===== src/rtl/div_dispatch.sv =====
// Request FIFO and one-at-a-time issue sequencer in front of an iterative divider.
// Zero divisors are answered locally; responses leave in request order.
module div_dispatch #(
   parameter int DATAWIDTH = 16,
   parameter int DEPTH     = 4
) (
   input  logic                 clk,
   input  logic                 rstn,
   input  logic                 req_vld,
   output logic                 req_rdy,
   input  logic [DATAWIDTH-1:0] req_dividend,
   input  logic [DATAWIDTH-1:0] req_divisor,
   output logic                 div_en,
   input  logic                 div_ready,
   output logic [DATAWIDTH-1:0] div_dividend,
   output logic [DATAWIDTH-1:0] div_divisor,
   input  logic [DATAWIDTH-1:0] div_quotient,
   input  logic [DATAWIDTH-1:0] div_remainder,
   input  logic                 div_vld,
   output logic                 rsp_vld,
   input  logic                 rsp_rdy,
   output logic [DATAWIDTH-1:0] rsp_quotient,
   output logic [DATAWIDTH-1:0] rsp_remainder,
   output logic                 rsp_dz,
   output logic                 busy
);

   localparam int AW = $clog2(DEPTH);

   typedef enum logic [1:0] {IDLE, ISSUE, WAIT, HOLD} state_t;

   state_t               state;
   logic [DATAWIDTH-1:0] mem_dividend [DEPTH];
   logic [DATAWIDTH-1:0] mem_divisor  [DEPTH];
   logic [AW-1:0]        wptr;
   logic [AW-1:0]        rptr;
   logic [AW:0]          count;
   logic                 empty;
   logic                 full;
   logic                 push;
   logic                 pop;
   logic                 head_zero;

   assign empty        = (count == '0);
   assign full         = (count == (AW+1)'(DEPTH));
   assign req_rdy      = !full;
   assign push         = req_vld && !full;
   assign div_dividend = mem_dividend[rptr];
   assign div_divisor  = mem_divisor[rptr];
   assign head_zero    = (mem_divisor[rptr] == '0);
   assign busy         = !empty || (state != IDLE);

   // A zero-divisor head leaves the FIFO straight from IDLE; others leave on the issue handshake.
   assign pop = ((state == IDLE) && !empty && head_zero) ||
                ((state == ISSUE) && div_ready);

   always_ff @(posedge clk or negedge rstn) begin
      if (!rstn) begin
         wptr  <= '0;
         rptr  <= '0;
         count <= '0;
         for (int i = 0; i < DEPTH; i++) begin
            mem_dividend[i] <= '0;
            mem_divisor[i]  <= '0;
         end
      end else begin
         if (push) begin
            mem_dividend[wptr] <= req_dividend;
            mem_divisor[wptr]  <= req_divisor;
            wptr               <= wptr + AW'(1);
         end
         if (pop) begin
            rptr <= rptr + AW'(1);
         end
         case ({push, pop})
            2'b10:   count <= count + (AW+1)'(1);
            2'b01:   count <= count - (AW+1)'(1);
            default: count <= count;
         endcase
      end
   end

   always_ff @(posedge clk or negedge rstn) begin
      if (!rstn) begin
         state         <= IDLE;
         div_en        <= 1'b0;
         rsp_vld       <= 1'b0;
         rsp_quotient  <= '0;
         rsp_remainder <= '0;
         rsp_dz        <= 1'b0;
      end else begin
         case (state)
            IDLE: begin
               if (!empty) begin
                  if (head_zero) begin
                     rsp_quotient  <= '1;
                     rsp_remainder <= mem_dividend[rptr];
                     rsp_dz        <= 1'b1;
                     rsp_vld       <= 1'b1;
                     state         <= HOLD;
                  end else begin
                     div_en <= 1'b1;
                     state  <= ISSUE;
                  end
               end
            end
            ISSUE: begin
               if (div_ready) begin
                  div_en <= 1'b0;
                  state  <= WAIT;
               end
            end
            WAIT: begin
               // div_vld outside this state is a stray pulse and must not touch the response.
               if (div_vld) begin
                  rsp_quotient  <= div_quotient;
                  rsp_remainder <= div_remainder;
                  rsp_dz        <= 1'b0;
                  rsp_vld       <= 1'b1;
                  state         <= HOLD;
               end
            end
            HOLD: begin
               if (rsp_rdy) begin
                  rsp_vld <= 1'b0;
                  state   <= IDLE;
               end
            end
            default: begin
               div_en  <= 1'b0;
               rsp_vld <= 1'b0;
               state   <= IDLE;
            end
         endcase
      end
   end

endmodule


===== config.mk =====
export PLATFORM = sky130hd
export DESIGN_NAME = div_dispatch
export DESIGN_NICKNAME = d
export VERILOG_FILES = /design/src/rtl/div_dispatch.sv
export SDC_FILE = /design/constraint.sdc
export NUM_CORES = 1
export LEC_CHECK = 0
export CORE_MARGIN = 8
export CORE_UTILIZATION = 50
export CTS_CLUSTER_DIAMETER = 100
export DETAILED_ROUTE_END_ITERATION = 16
export PLACE_DENSITY = 0.76
export SYNTH_ARGS = -nofsm -noshare
export SYNTH_HDL_FRONTEND = slang
export SYNTH_SLANG_ARGS = --single-unit

===== constraint.sdc =====
create_clock -name clk -period 4.29 [get_ports clk]
set_input_delay 0.429 -clock clk [delete_from_list [all_inputs] [get_ports clk]]
set_output_delay 0.429 -clock clk [all_outputs]
set_load 0.005 [all_outputs]

### Word level (Yosys, flattened, before mapping)

Index checks and enable logic that the tools add are counted.

* add/sub/neg operators: 4
* $lt $le $gt $ge: 3
* equal/unequal tests: 12
* muxes and demuxes: 36
* bitwise logic cells: 2
* reductions and logical operators: 21

Operators with widths (number)
* 2-to-1 mux 16 bit: 11
* bitwise mux 64 bit: 2
* binary-select mux 16 bit (select 2 bit): 2
* one-hot mux 16 bit (2 select lines): 2
* demux 16 bit (select 2 bit): 1
* zero test 16 bit: 1
* inequality test 2 bit, second input constant: 6
* AND reduction 4 bit: 3
* 2-to-1 mux 2 bit: 5
* 2-to-1 mux 1 bit: 8
* one-hot mux 2 bit (4 select lines): 1
* nonzero test 2 bit: 4
* equality test 2 bit, second input constant: 3
* greater-or-equal comparator 3 bit, second input constant: 2
* NOT 2 -> 3 bit: 2
* one-hot mux 3 bit (2 select lines): 1
* logical AND 1 bit: 5
* AND reduction 5 bit: 1
* adder 2 x 1 -> 2 bit, second input constant: 2
* equality test 2 x 1 -> 1 bit, second input constant: 2
* one-hot mux 1 bit (2 select lines): 2
* adder 3 x 1 -> 3 bit, second input constant: 1
* equality test 3 bit, second input constant: 1
* zero test 3 bit: 1
* 7 further kinds: 9

* bits in registers: 172
* output and inout port bits: 69
* logic and storage cells: 95

### Longest topological paths before layout

Gate-level depths: netlist of the first run.

* depth in word-level cells: 9
* gate-level depth with buffers: 12
* gate-level depth less buffers: 10

### Worst setup path after synthesis of the first run

OpenSTA, ideal clock, no wires.

* kind: flip-flop to flip-flop
* start: register rptr[1]
* end: register count[2]
* library setup time: 0.079 ns
* arrival time: 3.069 ns
* required time: 4.211 ns
* path slack: 1.142 ns
* stages on the path, launching flop included: 13
* path through: dfrtp_1 -> clkbuf_1 -> buf_1 -> mux4_2 -> nor4_2 -> nand4_2 -> o21ai_1 -> ha_1 -> inv_1 -> fa_1 -> xor2_1 -> nor2_1 -> xor2_1

* longest elaborated chain between the ends: 9
* elaborated cells between the ends (all ways): 11

Ends and longest elaborated chain
* from (decl): RTL line 36 `logic [AW-1:0] rptr;`
* from (signal assigned): RTL line 73 `rptr <= rptr + AW'(1);`
* NOT 2 -> 3 bit *
* binary-select mux 16 bit (select 2 bit) *
* 2-to-1 mux 16 bit * (2 in series)
* named net div_divisor[0]: RTL line 16 `output logic [DATAWIDTH-1:0] div_divisor,`
* zero test 16 bit *: RTL line 50 `assign head_zero = (mem_divisor[rptr] == '0);`
* logical AND 1 bit *: RTL line 54 `assign pop = ((state == IDLE) && !empty && head_zero) ||`
* logical OR 1 bit *: RTL line 54
* equality test 2 x 1 -> 1 bit or equality test 2 bit (tied branches): RTL line 75 `case ({push, pop})`
* one-hot mux 3 bit (2 select lines) or nonzero test 2 bit (tied branches)
* to (signal assigned): RTL line 76 `2'b10: count <= count + (AW+1)'(1);`
* to (signal assigned): RTL line 77 `2'b01: count <= count - (AW+1)'(1);`
* to (signal assigned): RTL line 78 `default: count <= count;`
* to (decl): RTL line 37 `logic [AW:0] count;`

Mark *: on every way through the listed nets, which the timed path passes. The rest lies on a longest branch. The select of a mux whose other input is x is not followed.
A chain may end at the register's enable or synchronous reset.

### Worst setup path after layout of the first run

* start: register rptr[1]
* end: register count[2]

* longest elaborated chain between the ends: 9
* elaborated cells between the ends (all ways): 11

Ends and longest elaborated chain (RTL line)
* NOT 2 -> 3 bit (implied by the code) *: 50
* binary-select mux 16 bit (select 2 bit) *: 50
* 2-to-1 mux 16 bit (implied by the code) * (2 in series): 50
* zero test 16 bit *: 50
* logical AND 1 bit *: 54
* logical OR 1 bit *: 54
* equality test 2 x 1 -> 1 bit or equality test 2 bit (tied branches): 75
* one-hot mux 3 bit (2 select lines) or nonzero test 2 bit (tied branches)

Every way passes the cells marked *; elsewhere a longest branch is shown, timed or not. The select of a mux whose other input is x is not followed.

==> impl_metrics.json, run 1 <==
{
  "drv_slew": 0,
  "setup_repair_after_global_routing_missed_its_margin": "no",
  "worstSetupStartpointType": "register",
  "synth_seq_cells": 172,
  "finalClockSkew_ns": 0.0113,
  "cts.repair.resized": 0,
  "design.final.nets": 778,
  "hold_violations": 0,
  "route.detailed.wl_per_inst_um": 21.5,
  "tightest_slew_ns": 1.20,
  "area_delta_synth_final_pct": 27.1,
  "detail_route.iter0.violations": 309,
  "reg2reg_setup_slack_ns": 0.50,
  "synth.area.top_cells": "sky130_fd_sc_hd__dfrtp_1, sky130_fd_sc_hd__mux2_2, sky130_fd_sc_hd__mux4_2",
  "start_util": 0.511,
  "grt_pass1_vias": 5929,
  "i_o_pin_total": 139,
  "die_height_um": 143,
  "antenna_left": 0,
  "powerDensity_nw_per_um2": 835,
  "postCtsSetupRepairBufs": 0,
  "synth_top_cell_area_share": 0.533,
  "maxSlewHeadroom": 0.196,
  "synth_cell_type_count": 40,
  "setup_viol_count_final": 0,
  "place_worst_setup_slack_ns": 0.537,
  "clock_sinks": 172,
  "postCtsHoldBufs": 0,
  "drive_above_1_share": 0.301,
  "syn_nets": 647,
  "path_clk_slew_ns": 0.06,
  "critical_path.endpoint_type": "register",
  "grt_util_all_layers": 0.202,
  "grt_antenna_before_repair": 0,
  "num_vias": 5435,
  "peak_fanout_along_the_critical_path": 26,
  "final.period_utilization": 0.883,
  "syn_area_sq_um": 8080,
  "hold_path_class": "in -> async",
  "synth_top_area_cell": "sky130_fd_sc_hd__dfrtp_1",
  "drc_errors": 0,
  "core_area_sq_um": 15800,
  "ys_top_cells_by_count": "sky130_fd_sc_hd__dfrtp_1, sky130_fd_sc_hd__mux2_2, sky130_fd_sc_hd__mux4_2",
  "viasPerCell": 5.86,
  "globalRouteOverflowTotal": 0,
  "synth-edff-count": 0,
  "wl_um": 19900,
  "netlist_instances": 567,
  "cts_inserted_buffers": 17,
  "p_leak_nw": 4.23,
  "worst_setup_slack_final_ns": 0.500,
  "synthArstFlopShare": 1.00,
  "outcome": "finished clean",
  "yosys_warnings": 0,
  "setup-tns-final_ns": 0,
  "post-synth-top-count-cell": "sky130_fd_sc_hd__dfrtp_1",
  "postSynthAreaPerCell_sq_um": 14.3,
  "synth_ff_type": "sky130_fd_sc_hd__dfrtp_1",
  "worst_ep_required_time_ns": 4.63,
  "arrival_ns": 4.13,
  "numPortBuffers": 138,
  "firstDrtPassIters": 5,
  "floorplan.die_area_sq_um": 20500,
  "htree_num_levels": 4,
  "clock-root-buffer": "sky130_fd_sc_hd__clkbuf_16",
  "grt_first_pass_wirelength_um": 32100,
  "insertion_delay_ns": 0.43,
  "grt_max_degree": 99,
  "place.gp.congestion": 0.791,
  "synth_seq_area_share": 0.533,
  "worstSetupPathType": "reg -> reg",
  "post-dp-hpwl_um": 14000,
  "vdd.ir_drop.worst_mv": 0.428,
  "timing.fmax_mhz": 264,
  "post-route-util": 0.649,
  "cap_violations": 0,
  "cts_tree": "yes",
  "die_wd_um": 143,
  "n_antenna_cell": 0,
  "rows": 46,
  "post-route-min-period_ns": 3.79,
  "clockBufferDepth": 2
}
## stage by stage
stage	hold slack [ns]	area, sq um	total power [mW]	cells
2_1_floorplan	0.133	8080	5.36	567
3_3_place_gp	0.481	9670	6.83	895
3_5_place_dp	0.487	9670	7.03	895
4_1_cts	0.129	10300	8.63	927
5_1_grt	0.179	10300	9.09	927
6_report	0.0968	10300	8.57	927
## flip-flops by register name, indices dropped and copies added, names as in the netlist
register / count
wptr: 2
rptr: 2
rsp_vld: 1
div_en: 1
rsp_remainder: 16
state: 2
rsp_quotient: 16
mem_divisor: 64
rsp_dz: 1
count: 3
mem_dividend: 64
## worst max-delay path, stage by stage, from the launching register on
cell,delay [ns]
sky130_fd_sc_hd__dfrtp_1,1.07
sky130_fd_sc_hd__mux4_2,0.45
sky130_fd_sc_hd__nor4_2,0.40
sky130_fd_sc_hd__nand4_2,0.16
sky130_fd_sc_hd__buf_4,0.26
sky130_fd_sc_hd__o21ai_1,0.25
sky130_fd_sc_hd__ha_1,0.24
sky130_fd_sc_hd__inv_1,0.07
sky130_fd_sc_hd__fa_1,0.37
sky130_fd_sc_hd__xor2_1,0.16
sky130_fd_sc_hd__nor2_1,0.14
sky130_fd_sc_hd__xor2_1,0.16
## routing by layer
metal	global-route usage	routed length (um)	vias up
met5	0	0	-
met2	0.326	9610	194
met1	0.257	8550	2794
li1	-	-	2420
met3	0.0614	1500	27
met4	0.0610	265	0
## power breakdown
| group | total [mW] | internal (mW) | switching (mW) |
|---|---|---|---|
| clock | 1.57 | 0.948 | 0.622 |
| combinational | 3.99 | 2.40 | 1.59 |
| sequential | 3.01 | 2.47 | 0.544 |
| total | 8.57 | 5.81 | 2.76 |
## cell usage in the layout (no fill, tap or decap), types with 15 or more instances in the layout
| cell type | count |
|---|---|
| sky130_fd_sc_hd__dfrtp_1 | 171 |
| sky130_fd_sc_hd__nor3_1 | 18 |
| sky130_fd_sc_hd__mux2_2 | 128 |
| sky130_fd_sc_hd__or3_1 | 18 |
| sky130_fd_sc_hd__o21bai_1 | 16 |
| sky130_fd_sc_hd__mux4_2 | 32 |
| sky130_fd_sc_hd__o22a_1 | 16 |
| sky130_fd_sc_hd__o221a_1 | 30 |
| sky130_fd_sc_hd__clkdlybuf4s50_1 | 137 |
| sky130_fd_sc_hd__nor2_1 | 23 |
| sky130_fd_sc_hd__clkbuf_16 | 17 |
| sky130_fd_sc_hd__buf_4 | 15 |
## final timing paths
path                            cells past startpoint               end        startpoint
worst min register to register                      1  mem_dividend[28]  mem_dividend[28]
worst min-delay path                                1  rsp_remainder[7]              rstn
max in group asynchronous                           2  mem_dividend[41]              rstn
worst max-delay path                               11          count[2]           rptr[1]
worst max register to register                     11          count[2]           rptr[1]
min in group clk                                    1  mem_dividend[28]  mem_dividend[28]
## layout make-up
type	instances	area (sq um)
Clock buffer	22	464
Fill cell	1143	5560
Tap cell	216	270
Multi-Input combinational cell	341	3550
Timing Repair Buffer	153	1500
Inverter	13	48.8
Clock inverter	10	139
Sequential cell	172	4310
## cell families (layout without fill, tap and decap cells)
kind of cell,count (synthesis),count (layout),synth area share
flops,172,172,0.533
mux,161,161,0.269
simple gates,83,83,0.0550
compound gates,82,82,0.0932
buf+inv,54,198,0.0285
fa+ha+maj,10,10,0.0164
xor+xnor,5,5,0.00542
Power figures use the tool's default switching activity.
==> inputs of run 2 (changes only) <==
- PLACE_DENSITY: 0.76 -> not set
- PLACE_DENSITY_LB_ADDON: not set -> 0.25
==> run 2 against run 1 <==
Against the previous run: count of clock-buffer cells in the layout decreased by 3; combinational power is 1% lower; non-clock buffer count down 4; largest cell class unchanged; largest power group unchanged; highest routed layer unchanged.
==> impl_metrics.json, run 2 (synthesized netlist as in run 1, its figures left out) <==
{
  "die_height_um": 143,
  "peak_fanout_along_the_critical_path": 26,
  "timing.fmax_mhz": 284,
  "postCtsSetupRepairBufs": 0,
  "place.gp.congestion": 0.776,
  "drc_errors": 0,
  "i_o_pin_total": 139,
  "core_area_sq_um": 15800,
  "cap_violations": 0,
  "num_vias": 5430,
  "vdd.ir_drop.worst_mv": 0.424,
  "drv_slew": 0,
  "grt_first_pass_wirelength_um": 31700,
  "wl_um": 19600,
  "grt_pass1_vias": 5874,
  "outcome": "finished clean",
  "design.final.nets": 774,
  "worstSetupStartpointType": "register",
  "clockBufferDepth": 2,
  "cts_inserted_buffers": 17,
  "path_clk_slew_ns": 0.07,
  "maxSlewHeadroom": 0.213,
  "setup_viol_count_final": 0,
  "htree_num_levels": 4,
  "cts.repair.resized": 0,
  "most_common_cell_after_layout_fill_and_taps_aside": "sky130_fd_sc_hd__dfrtp_1",
  "numPortBuffers": 138,
  "drive_above_1_share": 0.300,
  "die_wd_um": 143,
  "firstDrtPassIters": 4,
  "grt_util_all_layers": 0.199,
  "route.detailed.wl_per_inst_um": 21.2,
  "postCtsHoldBufs": 0,
  "hold_path_class": "in -> async",
  "grt_antenna_before_repair": 1,
  "viasPerCell": 5.88,
  "final.period_utilization": 0.820,
  "globalRouteOverflowTotal": 0,
  "setup-tns-final_ns": 0,
  "clock_sinks": 172,
  "clock-root-buffer": "sky130_fd_sc_hd__clkbuf_16",
  "area_delta_synth_final_pct": 26.6,
  "final_cell_mix": "sky130_fd_sc_hd__dfrtp_1, sky130_fd_sc_hd__clkdlybuf4s50_1, sky130_fd_sc_hd__mux2_2, sky130_fd_sc_hd__mux4_2, sky130_fd_sc_hd__o221a_1",
  "finalClockSkew_ns": 0.00884,
  "tightest_slew_ns": 1.18,
  "detail_route.iter0.violations": 276,
  "rows": 46,
  "critical_path.endpoint_type": "register",
  "floorplan.die_area_sq_um": 20500,
  "cts_tree": "yes",
  "powerDensity_nw_per_um2": 829,
  "post-route-min-period_ns": 3.52,
  "p_leak_nw": 4.21,
  "post-dp-hpwl_um": 13800,
  "worstSetupPathType": "reg -> reg",
  "worst_ep_required_time_ns": 4.64,
  "hold_violations": 0,
  "antenna_left": 0,
  "grt_max_degree": 87,
  "setup_repair_after_global_routing_missed_its_margin": "no",
  "start_util": 0.511,
  "arrival_ns": 3.87,
  "insertion_delay_ns": 0.42,
  "post-route-util": 0.646,
  "largest_registers": "mem_dividend: 64 flops, mem_divisor: 64 flops"
}
[run 2: changes by cell type in the layout (fill, tap and decap cells not counted), sizes merged]
cell / change
buf: -4
clkbuf: -3
inv: +3
bufinv: -1
clkinv: -1
clkinvlp: +1
diode: +1
[run 2: worst paths after layout]
kind                                  start  cells past startpoint               end  slack [ns]
max                                 rptr[0]                     11          count[2]        0.77
min                                    rstn                      1   rsp_quotient[0]        0.04
max reg2reg                         rptr[0]                     11          count[2]        0.77
min reg2reg                mem_dividend[18]                      1  mem_dividend[18]        0.50
max in group asynchronous              rstn                      2  mem_dividend[19]        3.10
min in group clk           mem_dividend[18]                      1  mem_dividend[18]        0.50
[run 2: report_power, final]
group	switching (mW)	internal [mW]
combinational	1.56	2.39
sequential	0.538	2.47
clock	0.644	0.892
total	2.74	5.74
[run 2: layer usage]
metal  routed length (um)  vias to the layer above  global-route usage  share of wire
met4                  267                        0              0.0582          0.014
met2                 9800                      160               0.333           0.50
met3                 1340                       20              0.0571          0.069
met1                 8180                     2831               0.245           0.42
met5                    0                        -                   0              0
li1                     -                     2419                   -              -
[run 2: cell type report]
type | count | area [sq um]
timing repair buffer | 149 | 1470
clock inverter | 12 | 136
antenna | 1 | 2.50
inverter | 13 | 48.8
tap | 216 | 270
sequential | 172 | 4310
multi-input combinational | 341 | 3550
fill | 1122 | 5600
clock buffer | 19 | 453
[run 2: through the flow]
step / instances / hold slack [ns] / setup WS [ns] / area [sq um] / total power [mW]
final: 923 / 0.0407 / 0.772 / 10200 / 8.48
after global placement: 891 / 0.481 / 0.852 / 9640 / 6.80
after floorplan: 567 / 0.133 / 1.14 / 8080 / 5.36
after global routing: 923 / 0.106 / 0.442 / 10200 / 9.02
after detailed placement: 891 / 0.487 / 0.738 / 9640 / 7.00
after CTS: 922 / 0.0731 / 0.716 / 10200 / 8.56
[run 2: worst max-delay path: stages, from the launching register on]
cell	delay, ns
sky130_fd_sc_hd__dfrtp_2	0.72
sky130_fd_sc_hd__mux4_2	0.60
sky130_fd_sc_hd__nor4_2	0.42
sky130_fd_sc_hd__nand4_2	0.12
sky130_fd_sc_hd__buf_4	0.25
sky130_fd_sc_hd__o21ai_1	0.25
sky130_fd_sc_hd__ha_1	0.23
sky130_fd_sc_hd__inv_1	0.06
sky130_fd_sc_hd__fa_1	0.37
sky130_fd_sc_hd__xor2_1	0.15
sky130_fd_sc_hd__nor2_1	0.11
sky130_fd_sc_hd__xor2_1	0.14
==> inputs of run 3 (changes only) <==
- CORE_UTILIZATION: 50 -> 48
- clock period: 4.29 -> 2.85 ns (I/O delays scaled with it)
==> run 3 against run 2 <==
Against the previous run: largest power group unchanged; utilization rose by 0.24 points; critical path depth did not move; largest cell class unchanged; power rose by 59%; critical endpoint unchanged; the run now ends with setup timing left; register-to-register slack worse by 0.86 ns; sequential power up 49%; clock power up 55%.
==> impl_metrics.json, run 3 (synthesized netlist as in run 1, its figures left out) <==
{
  "hold_violations": 0,
  "numPortBuffers": 138,
  "detail_route.iter0.violations": 226,
  "area_delta_synth_final_pct": 32.6,
  "grt_util_all_layers": 0.195,
  "final.period_utilization": 1.03,
  "worstSetupEndpoint": "count[2]",
  "tightest_slew_ns": 1.11,
  "antenna_left": 0,
  "timing.reg2reg.worst_path_depth": 11,
  "num_vias": 5553,
  "p_leak_nw": 4.46,
  "worst_ep_required_time_ns": 3.19,
  "drv_slew": 0,
  "setup-tns-final_ns": -0.928,
  "vdd.ir_drop.worst_mv": 0.650,
  "place_worst_setup_slack_ns": -0.126,
  "cap_violations": 0,
  "worstReg2RegStart": "rptr[0]",
  "place.gp.congestion": 0.787,
  "die_height_um": 146,
  "reg2reg_to": "count[2]",
  "clock-root-buffer": "sky130_fd_sc_hd__clkbuf_16",
  "drive_above_1_share": 0.346,
  "design.final.nets": 815,
  "grt_max_degree": 91,
  "setup_repair_after_global_routing_missed_its_margin": "yes",
  "cts_tree": "yes",
  "dpl.cell_count": 925,
  "viasPerCell": 5.73,
  "grt_first_pass_wirelength_um": 33400,
  "firstDrtPassIters": 4,
  "most_common_cell_after_layout_fill_and_taps_aside": "sky130_fd_sc_hd__dfrtp_1",
  "final_cell_mix": "sky130_fd_sc_hd__dfrtp_1, sky130_fd_sc_hd__clkdlybuf4s50_1, sky130_fd_sc_hd__mux2_2, sky130_fd_sc_hd__buf_4, sky130_fd_sc_hd__mux4_2",
  "largest_registers": "mem_dividend: 64 flops, mem_divisor: 64 flops",
  "finalHoldWorstSlack_ns": 0.501,
  "maxSlewHeadroom": 0.259,
  "start_util": 0.489,
  "outcome": "finished, violations left",
  "violations": "setup timing",
  "post-route-min-period_ns": 2.94,
  "htree_num_levels": 4,
  "clock_sinks": 172,
  "hold_path_class": "reg -> reg",
  "worst_setup_slack_final_ns": -0.0871,
  "worstSetupPathType": "reg -> reg",
  "rows": 47,
  "route.detailed.wl_per_inst_um": 21.0,
  "core_area_sq_um": 16500,
  "post-dp-hpwl_um": 14400,
  "wl_um": 20400,
  "setup.worst_path.start": "rptr[0]",
  "finalClockSkew_ns": 0.00762,
  "setup_viol_count_final": 18,
  "floorplan.die_area_sq_um": 21200,
  "number_of_stages_on_the_worst_hold_path": 1,
  "insertion_delay_ns": 0.42,
  "reg2reg_setup_slack_ns": -0.09,
  "arrival_ns": 3.27,
  "i_o_pin_total": 139,
  "final-instance-count-excl-fill": 969,
  "die_wd_um": 146,
  "cts_inserted_buffers": 17,
  "powerDensity_nw_per_um2": 1260,
  "grt_antenna_before_repair": 1,
  "clockBufferDepth": 2,
  "timing.fmax_mhz": 340,
  "grt_pass1_vias": 6174,
  "peak_fanout_along_the_critical_path": 7,
  "worstSetupStartpointType": "register",
  "drc_errors": 0,
  "path_clk_slew_ns": 0.06,
  "critical_path.endpoint_type": "register",
  "globalRouteOverflowTotal": 0
}
-- run 3: worst max-delay path: stages (launching register included) --
cell	delay (ns)
sky130_fd_sc_hd__dfrtp_2	0.44
sky130_fd_sc_hd__buf_12	0.16
sky130_fd_sc_hd__mux4_2	0.55
sky130_fd_sc_hd__nor4_4	0.34
sky130_fd_sc_hd__nand4_2	0.18
sky130_fd_sc_hd__o21ai_2	0.18
sky130_fd_sc_hd__ha_2	0.22
sky130_fd_sc_hd__inv_2	0.05
sky130_fd_sc_hd__fa_2	0.33
sky130_fd_sc_hd__xor2_1	0.14
sky130_fd_sc_hd__nor2_1	0.12
sky130_fd_sc_hd__xor2_1	0.15
-- run 3: through the flow --
| step | utilization | cell area [sq um] | power (mW) |
|---|---|---|---|
| floorplan | - | 8120 | 8.13 |
| global placement | 0.601 | 9940 | 10.6 |
| detailed placement | 0.601 | 9940 | 10.9 |
| CTS | 0.647 | 10700 | 13.6 |
| global route | 0.649 | 10700 | 14.3 |
| finish | 0.649 | 10700 | 13.5 |
-- run 3: how the worst min path moves through the flow --
stage / from / endpoint / slack, ns
2_1_floorplan: rstn / count[0] / -0.01
3_3_place_gp: rstn / rsp_remainder[9] / 0.40
3_5_place_dp: rstn / rsp_remainder[10] / 0.42
4_1_cts: mem_divisor[10] / mem_divisor[10] / 0.50
5_1_grt: mem_divisor[11] / mem_divisor[11] / 0.51
6_report: mem_dividend[18] / mem_dividend[18] / 0.50
-- run 3: final cells by class --
class / instances / area [sq um]
multi-input combinational: 341 / 3610
clock inverter: 10 / 138
timing repair buffer: 190 / 1860
sequential: 172 / 4310
fill: 1203 / 5810
clock buffer: 22 / 484
antenna: 1 / 2.50
tap: 220 / 275
inverter: 13 / 48.8
-- run 3: layer usage --
layer / vias up / share of wire / track usage
met5: - / 0 / 0
met4: 0 / 0.015 / 0.0677
met3: 23 / 0.062 / 0.0541
met2: 165 / 0.48 / 0.307
met1: 2874 / 0.44 / 0.255
li1: 2491 / - / -
-- run 3: what timing repair did --
action / 4_1_cts / 5_1_grt
endpoints found under the hold margin: 85 / 0
gates resized for setup: 7 / 9
buffers inserted: 6 / 3
hold buffers: 1 / 0
gates cloned: 1 / 1
endpoints found under the setup margin: 34 / 35
pin swaps: 2 / 2
-- run 3: power breakdown --
part | switching (mW) | internal [mW]
sequential | 0.757 | 3.72
clock | 0.922 | 1.47
combinational | 2.62 | 4.01
